[config.mk]
export PLATFORM = sky130hd
export DESIGN_NAME = cv32e40p_glitch_alarm_ctrl
export DESIGN_NICKNAME = d
export VERILOG_FILES = /design/src/rtl/cv32e40p_glitch_alarm_ctrl.sv
export SDC_FILE = /design/constraint.sdc
export NUM_CORES = 1
export LEC_CHECK = 0
export BUFFER_PORTS_ARGS = -buffer_cell sky130_fd_sc_hd__buf_2
export CAP_MARGIN = 20
export CORE_MARGIN = 10
export CORE_UTILIZATION = 40
export CTS_CLUSTER_SIZE = 40
export DETAILED_ROUTE_END_ITERATION = 7
export PLACE_DENSITY = 0.56
export SETUP_SLACK_MARGIN = 0.1
export SLEW_MARGIN = 25
export SYNTH_ARGS = -nofsm -noshare
export SYNTH_HDL_FRONTEND = slang
export SYNTH_SLANG_ARGS = --single-unit
export TNS_END_PERCENT = 5
[constraint.sdc]
create_clock -name clk -period 5.68 [get_ports clk]
set_input_delay 0.568 -clock clk [delete_from_list [all_inputs] [get_ports clk]]
set_output_delay 0.568 -clock clk [all_outputs]
set_load 0.02 [all_outputs]
[src/rtl/cv32e40p_glitch_alarm_ctrl.sv]
// cv32e40p_glitch_alarm_ctrl
// Central responder for the clock-glitch detector alarms. It records which
// detectors fired, halts the core for a recovery interval after the last event,
// and holds an interrupt until software acknowledges it. Too many events inside
// one escalation window cause a permanent lockout that only reset can clear.
//
// Ports:
//   clk          system clock
//   rst_n        asynchronous active-low reset
//   alarm_i      one-cycle alarm pulses from the detectors (any set bit = event)
//   ack_i        software acknowledge, level sampled each cycle
//   core_halt_o  fetch-disable / halt request to the core
//   irq_o        alarm interrupt
//   lockout_o    permanent lockout indication
//   alarm_src_o  sticky record of the detectors that fired
//   event_cnt_o  cumulative saturating event count
//
// state    | meaning
// ---------+------------------------------------------------------------
// IDLE     | no pending alarm
// HOLD     | core halted, recovery timer running, interrupt raised
// WAIT_ACK | core running, interrupt held until software acknowledges
// LOCKOUT  | too many events in one window; terminal until reset
module cv32e40p_glitch_alarm_ctrl #(
  parameter int NUM_DET       = 4,
  parameter int CNT_W         = 8,
  parameter int HOLD_CYCLES   = 16,
  parameter int WINDOW_CYCLES = 1024,
  parameter int LOCK_THRESH   = 4
) (
  input  logic               clk,
  input  logic               rst_n,
  input  logic [NUM_DET-1:0] alarm_i,
  input  logic               ack_i,
  output logic               core_halt_o,
  output logic               irq_o,
  output logic               lockout_o,
  output logic [NUM_DET-1:0] alarm_src_o,
  output logic [CNT_W-1:0]   event_cnt_o
);

  localparam int HOLD_W = (HOLD_CYCLES > 1) ? $clog2(HOLD_CYCLES) : 1;
  localparam int WIN_W  = $clog2(WINDOW_CYCLES);
  localparam int WEV_W  = $clog2(LOCK_THRESH + 1);

  localparam logic [HOLD_W-1:0] HOLD_LOAD  = HOLD_W'(HOLD_CYCLES - 1);
  localparam logic [WIN_W-1:0]  WIN_LAST   = WIN_W'(WINDOW_CYCLES - 1);
  localparam logic [WEV_W-1:0]  WEV_THRESH = WEV_W'(LOCK_THRESH);

  typedef enum logic [1:0] {
    S_IDLE     = 2'd0,
    S_HOLD     = 2'd1,
    S_WAIT_ACK = 2'd2,
    S_LOCKOUT  = 2'd3
  } state_e;

  state_e              r_state;
  logic [HOLD_W-1:0]   r_hold_cnt;
  logic                r_win_active;
  logic [WIN_W-1:0]    r_win_timer;
  logic [WEV_W-1:0]    r_win_events;
  logic                r_halt;
  logic                r_irq;
  logic                r_lock;
  logic [NUM_DET-1:0]  r_src;
  logic [CNT_W-1:0]    r_cnt;

  logic                w_event;
  logic                w_win_active_nxt;
  logic [WIN_W-1:0]    w_win_timer_nxt;
  logic [WEV_W-1:0]    w_win_events_nxt;
  logic                w_lock_trig;
  state_e              w_state_nxt;

  assign w_event = |alarm_i;

  // Escalation window. An event on the closing cycle starts a fresh window
  // instead of being lost. The event count saturates at the threshold since
  // lockout is terminal anyway.
  always_comb begin
    w_win_active_nxt = r_win_active;
    w_win_timer_nxt  = r_win_timer;
    w_win_events_nxt = r_win_events;
    if (!r_win_active) begin
      if (w_event) begin
        w_win_active_nxt = 1'b1;
        w_win_timer_nxt  = '0;
        w_win_events_nxt = WEV_W'(1);
      end
    end else if (r_win_timer == WIN_LAST) begin
      w_win_timer_nxt = '0;
      if (w_event) begin
        w_win_events_nxt = WEV_W'(1);
      end else begin
        w_win_active_nxt = 1'b0;
        w_win_events_nxt = '0;
      end
    end else begin
      w_win_timer_nxt = r_win_timer + 1'b1;
      if (w_event && (r_win_events != WEV_THRESH)) begin
        w_win_events_nxt = r_win_events + 1'b1;
      end
    end
  end

  assign w_lock_trig = (w_win_events_nxt == WEV_THRESH);

  always_comb begin
    w_state_nxt = r_state;
    unique case (r_state)
      S_IDLE:     if (w_event) w_state_nxt = S_HOLD;
      S_HOLD:     if (!w_event && (r_hold_cnt == '0)) w_state_nxt = S_WAIT_ACK;
      S_WAIT_ACK: begin
        if (w_event)    w_state_nxt = S_HOLD;
        else if (ack_i) w_state_nxt = S_IDLE;
      end
      S_LOCKOUT:  w_state_nxt = S_LOCKOUT;
      default:    w_state_nxt = S_IDLE;
    endcase
    if (w_lock_trig) w_state_nxt = S_LOCKOUT;
  end

  always_ff @(posedge clk or negedge rst_n) begin
    if (!rst_n) begin
      r_state      <= S_IDLE;
      r_hold_cnt   <= '0;
      r_win_active <= 1'b0;
      r_win_timer  <= '0;
      r_win_events <= '0;
      r_halt       <= 1'b0;
      r_irq        <= 1'b0;
      r_lock       <= 1'b0;
      r_src        <= '0;
      r_cnt        <= '0;
    end else begin
      r_state      <= w_state_nxt;
      r_win_active <= w_win_active_nxt;
      r_win_timer  <= w_win_timer_nxt;
      r_win_events <= w_win_events_nxt;

      if (w_event) begin
        r_hold_cnt <= HOLD_LOAD;
      end else if ((r_state == S_HOLD) && (r_hold_cnt != '0)) begin
        r_hold_cnt <= r_hold_cnt - 1'b1;
      end

      if (w_event && (r_cnt != '1)) r_cnt <= r_cnt + 1'b1;

      // Ack only clears sources when it actually retires the alarm.
      if (w_event) begin
        r_src <= r_src | alarm_i;
      end else if ((r_state == S_WAIT_ACK) && ack_i) begin
        r_src <= '0;
      end

      r_halt <= (w_state_nxt == S_HOLD) || (w_state_nxt == S_LOCKOUT);
      r_irq  <= (w_state_nxt != S_IDLE);
      r_lock <= (w_state_nxt == S_LOCKOUT);
    end
  end

  assign core_halt_o = r_halt;
  assign irq_o       = r_irq;
  assign lockout_o   = r_lock;
  assign alarm_src_o = r_src;
  assign event_cnt_o = r_cnt;

endmodule

---- Word level (Yosys, flattened, before mapping) ----
Index checks and enable logic that the tools add are counted.
Widths: inputs -> output; s select.
storage, ports and cells
  logic and storage cells ................. 60
  input port bits ......................... 7
  output and inout port bits .............. 15
  bits in registers ....................... 35
cells by class
  equal/unequal tests ..................... 9
  bitwise logic cells ..................... 1
  $add $sub $neg .......................... 4
  mux-type cells .......................... 21
  reductions and logical operators ........ 15
operator list
  cell                   number
  $mux 10                3
  $mux 4                 4
  $mux 3                 4
  $add 10x1->10 const B  1
  $eq 10x10->1 const B   1
  $mux 2                 5
  $add 8x1->8 const B    1
  $ne 8x8->1 const B     1
  $pmux 2 s4             1
  $reduce_bool 2->1      4
  $eq 2x2->1 const B     3
  $logic_and 1x1->1      5
  $eq 2x1->1 const B     2
  $logic_not 4->1        1
  $mux 1                 4
  $or 4x4->4             1
  $reduce_bool 4->1      1
  $reduce_or 4->1        1
  $sub 4x1->4 const B    1
  $add 3x1->3 const B    1
  $eq 3x3->1 const B     1
  $ne 3x3->1 const B     1
  $logic_not 2->1        1
  $logic_not 1->1        1
  $logic_or 1x1->1       1

---- Depth between registers and ports, before layout ----
  depth in word-level cells ............... 9
  depth in mapped cells ................... 8
  mapped depth without buffers ............ 7

---- Worst setup path after synthesis ----
No wires, ideal clock.
  path type ............................... in2reg
  from .................................... in alarm_i[0]
  to ...................................... reg r_state[1]
  setup slack ............................. 3.643 ns
  arrival ................................. 1.950 ns
  required time ........................... 5.593 ns
  buffers on the path ..................... 1
  stages on the path ...................... 6
  library setup time ...................... 0.087 ns
  path through ............................ or4_4 -> buf_6 -> and3_4 -> o41ai_2 -> o211ai_1 -> o211ai_1
between the ends
  longest elaborated chain between the ends .. 7
  elaborated cells between the ends (all ways) .. 15
  classes of those cells .................. 1 x eq/ne; 10 x mux; 4 x reduce/logical
RTL lines
  what                      RTL line  source
  start: declaration        33        input logic [NUM_DET-1:0] alarm_i,
  $reduce_or 4->1 (*)       75        assign w_event = |alarm_i;
  $logic_and 1x1->1         100       if (w_event && (r_win_events != WEV_THRESH)) begin
  $mux 3                    100
  $mux 3                    90        end else if (r_win_timer == WIN_LAST) begin
  $mux 3                    84        if (!r_win_active) begin
  $eq 3x3->1                106       assign w_lock_trig = (w_win_events_nxt == WEV_THRESH);
  $mux 2 (*)                120       if (w_lock_trig) w_state_nxt = S_LOCKOUT;
  named net w_state_nxt[1]  73        state_e w_state_nxt;
  end signal: assignment    136       r_state <= w_state_nxt;
  end: declaration          57        state_e r_state;
Mark *: on every way through the listed nets, which the timed path passes. The rest lies on a longest branch.
A chain may end at the register's enable or synchronous reset.

---- Worst setup path in the final report ----
  from .................................... reg r_win_timer[0]
  to ...................................... reg r_state[1]
between the ends
  longest elaborated chain between the ends .. 5
RTL lines
  what                      RTL line  source
  start: declaration        60        logic [WIN_W-1:0] r_win_timer;
  start signal: assignment  138       r_win_timer <= w_win_timer_nxt;
  $eq 10x10->1              90
  $mux 3                    90
  $mux 3                    84
  $eq 3x3->1                106
  $mux 2                    120
  named net w_state_nxt[1]  73
The timed path passes the listed nets, and every way through them passes these cells.

==> flow_metrics.py <==
metrics = {
    "timing": {
        "skew_ns": 0.006634,
        "min_period_ns": 2.305,
        "finalHoldViolations": 0,
        "clock.fmax_mhz": 433.9,
        "rsz0062_at_grt": "false",
        "slew_viol_final": 0,
        "tightest_slew_ns": 0.7829,
        "slew_headroom_pct": 47.49,
        "timing.final.crit_share_pct": 40.58,
        "finalSetupViolations": 0,
        "fin_setup_tns_ns": 0,
    },
    "grt": {
        "top_usage_layer": "met2",
        "grt_first_pass_wirelength_um": 6189,
        "use_met3_pct": 3.961,
        "track_usage_pct": 10.31,
        "grt_overflow": 0,
        "grt_max_degree": 35,
        "met2_usage_pct": 16.46,
        "grt_use_met1_pct": 12.38,
        "antenna_found_initial": 0,
        "grt_pass1_vias": 1338,
    },
    "clocking": {
        "clock_latency_ns": 0.28,
        "cts_buffers": 5,
        "htreeDepth": 2,
        "cts_resized": 0,
        "clkTransAtPathRegs_ns": 0.07,
        "post-cts-setup-buffers": 0,
        "numClockSinks": 34,
        "cts_max_path_buffers": 2,
        "holdBufCountCts": 0,
        "cts_tree": "done",
        "root_buffer": "clkbuf_8",
    },
    "setup_path": {
        "cp_cell_sequence": "ha_1 > nand4_1 > o31ai_2 > o41ai_2 > o211ai_1 > o211ai_1",
        "crit_start": "r_win_timer[0]",
        "crit_top_cell": "o211ai_1",
        "reg2reg_depth": 6,
        "cp_max_fo": 10,
        "crit_slowest_cell": "o31ai_2",
        "slowest_delay_ns": 0.74,
        "cp-end-kind": "register",
        "rr_startpoint": "r_win_timer[0]",
        "worstSetupEndpoint": "r_state[1]",
        "timing.rr.end": "r_state[1]",
        "path_class": "reg2reg",
        "worst-endpoint-arrival_ns": 2.45,
        "cp.depth": 6,
        "path_buf_inv": 0,
        "r2r_setup_slack_ns": 3.38,
        "critPathTopFamily": "compound AO/OA/AOI/OAI gates",
        "startpoint_type": "register",
        "worstPathRequired_ns": 5.82,
    },
    "synth": {
        "netlist_top_cells_count": "dfrtp_1 (34), o21ai_0 (22), nand2_1 (18)",
        "synth.most_common_cell": "dfrtp_1",
        "synth-edff-count": 0,
        "yosysTopAreaCell": "dfrtp_1",
        "syn-mean-instance-area_sq_um": 9.987,
        "synth-seq-cells": 34,
        "synthTopCellsByArea": "dfrtp_1 (51%), o21ai_0 (6.6%), ha_1 (4.5%), nand2_1 (4.1%), nand4_1 (3.4%)",
        "yosys_warnings": 0,
        "synthDistinctLibCells": 35,
        "synth_nets": 179,
        "seq_area_frac_synth_pct": 51.32,
        "synth-async-reset-ratio_pct": 100.0,
        "synthCells": 166,
        "synth_area_sq_mm": 0.001658,
        "synth.top_cell.area_share_pct": 51.32,
        "synth_ff_type": "dfrtp_1",
    },
    "layout": {
        "seqCellArea_sq_um": 850.8,
        "fillers": 393,
        "drive_gt1_share_pct": 18.85,
        "area_growth_pct": 13.96,
        "multi_input_area_sq_um": 765.7,
        "fin_cells": 241,
        "antenna_cells": 0,
        "fin_nets": 204,
    },
    "routing": {
        "drt_first_pass_iters": 4,
        "drt-initial-drc-count": 92,
        "routed_wl_um": 3408,
        "drt-vias-per-instance": 5.568,
        "vias": 1342,
        "drtAntennaViolNets": 0,
        "wl_per_cell_um": 14.14,
        "post-route-drc-count": 0,
    },
    "placement": {
        "placed_cells": 234,
        "dp_hpwl_um": 2490,
        "portBuffers": 21,
        "gp_congestion": 0.7892,
    },
    "floorplan": {
        "ios": 22,
        "core-area_sq_mm": 0.004000,
        "num_rows": 23,
        "die_h_um": 84.38,
        "initial_core_util_pct": 41.45,
        "dieArea_sq_mm": 0.007120,
        "dieWidth_um": 84.38,
    },
    "power_and_ir_drop": {
        "leakage_nw": 0.8010,
        "peakVddDrop_v": 0.0002750,
        "pwr_density_cell_mw_per_mm2": 408.1,
    },
    "worst_hold_path": {
        "hold_class": "in2async",
    },
    "flow_run": {
        "timing.max_cap.violations": 0,
    },
    "status": {
        "outcome": "complete, no violations",
    },
}
where the power goes:
group          total, mW  switching [mW]  leakage, nW  internal (mW)
Clock              0.163          0.0813       0.0438         0.0821
Combinational      0.235           0.129        0.381          0.106
Sequential         0.372          0.0717        0.377          0.301
per-stage QoR:
| stage | util [%] | cell area, sq um | worst slack [ns] | hold slack [ns] | total power, mW |
|---|---|---|---|---|---|
| global placement | 45.26 | 1810 | 3.295 | 0.4566 | 0.6056 |
| detailed placement | 45.26 | 1810 | 3.246 | 0.4693 | 0.6153 |
| global route | 47.23 | 1889 | 3.147 | 0.4115 | 0.8255 |
| finish | 47.23 | 1889 | 3.375 | 0.3460 | 0.7711 |
| CTS | 47.23 | 1889 | 3.367 | 0.3723 | 0.7832 |
| floorplan | - | 1658 | 3.643 | 0.2724 | 0.5360 |
routing by layer:
| layer | vias to the layer above | wire length (um) |
|---|---|---|
| met5 | - | 0 |
| met4 | 0 | 51 |
| met3 | 6 | 187 |
| met2 | 30 | 1537 |
| met1 | 651 | 1631 |
| li1 | 655 | - |
logic make-up (layout without fill, tap and decap cells):
| family | count (synthesis) | after routing | share of synthesized area (%) |
|---|---|---|---|
| buffers and inverters | 9 | 34 | 2.491 |
| AOI/OAI and AO/OA | 44 | 44 | 16.83 |
| muxes | 2 | 2 | 1.283 |
| DFF | 34 | 34 | 51.32 |
| xor gates and xnor gates | 8 | 8 | 4.227 |
| and+or+nand+nor | 63 | 63 | 19.32 |
| adders and majority gates | 6 | 6 | 4.528 |
layout make-up:
| class | instances | share of cell area (%) |
|---|---|---|
| sequential | 34 | 45.03 |
| multi-input combinational | 123 | 40.53 |
| inverter | 5 | 0.9934 |
| clock inverter | 2 | 0.5298 |
| clock buffer | 5 | 3.642 |
| tap | 50 | 3.311 |
| timing repair buffer | 22 | 5.960 |
registers in the layout, summed over array words and instances (netlist names):
signal / count
r_win_events: 3
lockout_o: 1
r_win_active: 1
event_cnt_o: 8
alarm_src_o: 4
irq_o: 1
r_win_timer: 10
r_state: 1
core_halt_o: 1
r_hold_cnt: 4
worst register-to-register path, delay by kind of cell, from the launching register on:
family | cells | cell delay, ns
AOI/OAI and AO/OA | 4 | 1.27
DFF | 1 | 0.42
adders and majority gates | 1 | 0.30
and+or+nand+nor | 1 | 0.19
layout by cell type (no fill, tap or decap), drive strengths merged, types with 2 or more instances in the layout:
master	count
inv	5
nand2b	2
ha	6
nor2	12
dfrtp	34
clkbuf	5
clkinv	2
buf	22
nor3	3
and3	5
nand2	18
o21ai	22
xor2	3
nand4	9
nand3	8
o31ai	2
o211ai	2
a31oi	4
xnor2	5
a21oi	4
o41ai	3
a21o	4
worst min path at each step:
stage,endpoint,cells after the start
after floorplan,alarm_src_o[0],0
after global placement,alarm_src_o[0],1
after detailed placement,alarm_src_o[0],1
after CTS,alarm_src_o[2],1
after global routing,alarm_src_o[2],1
final,alarm_src_o[2],1
No activity file was read; power rests on OpenSTA's default activity.
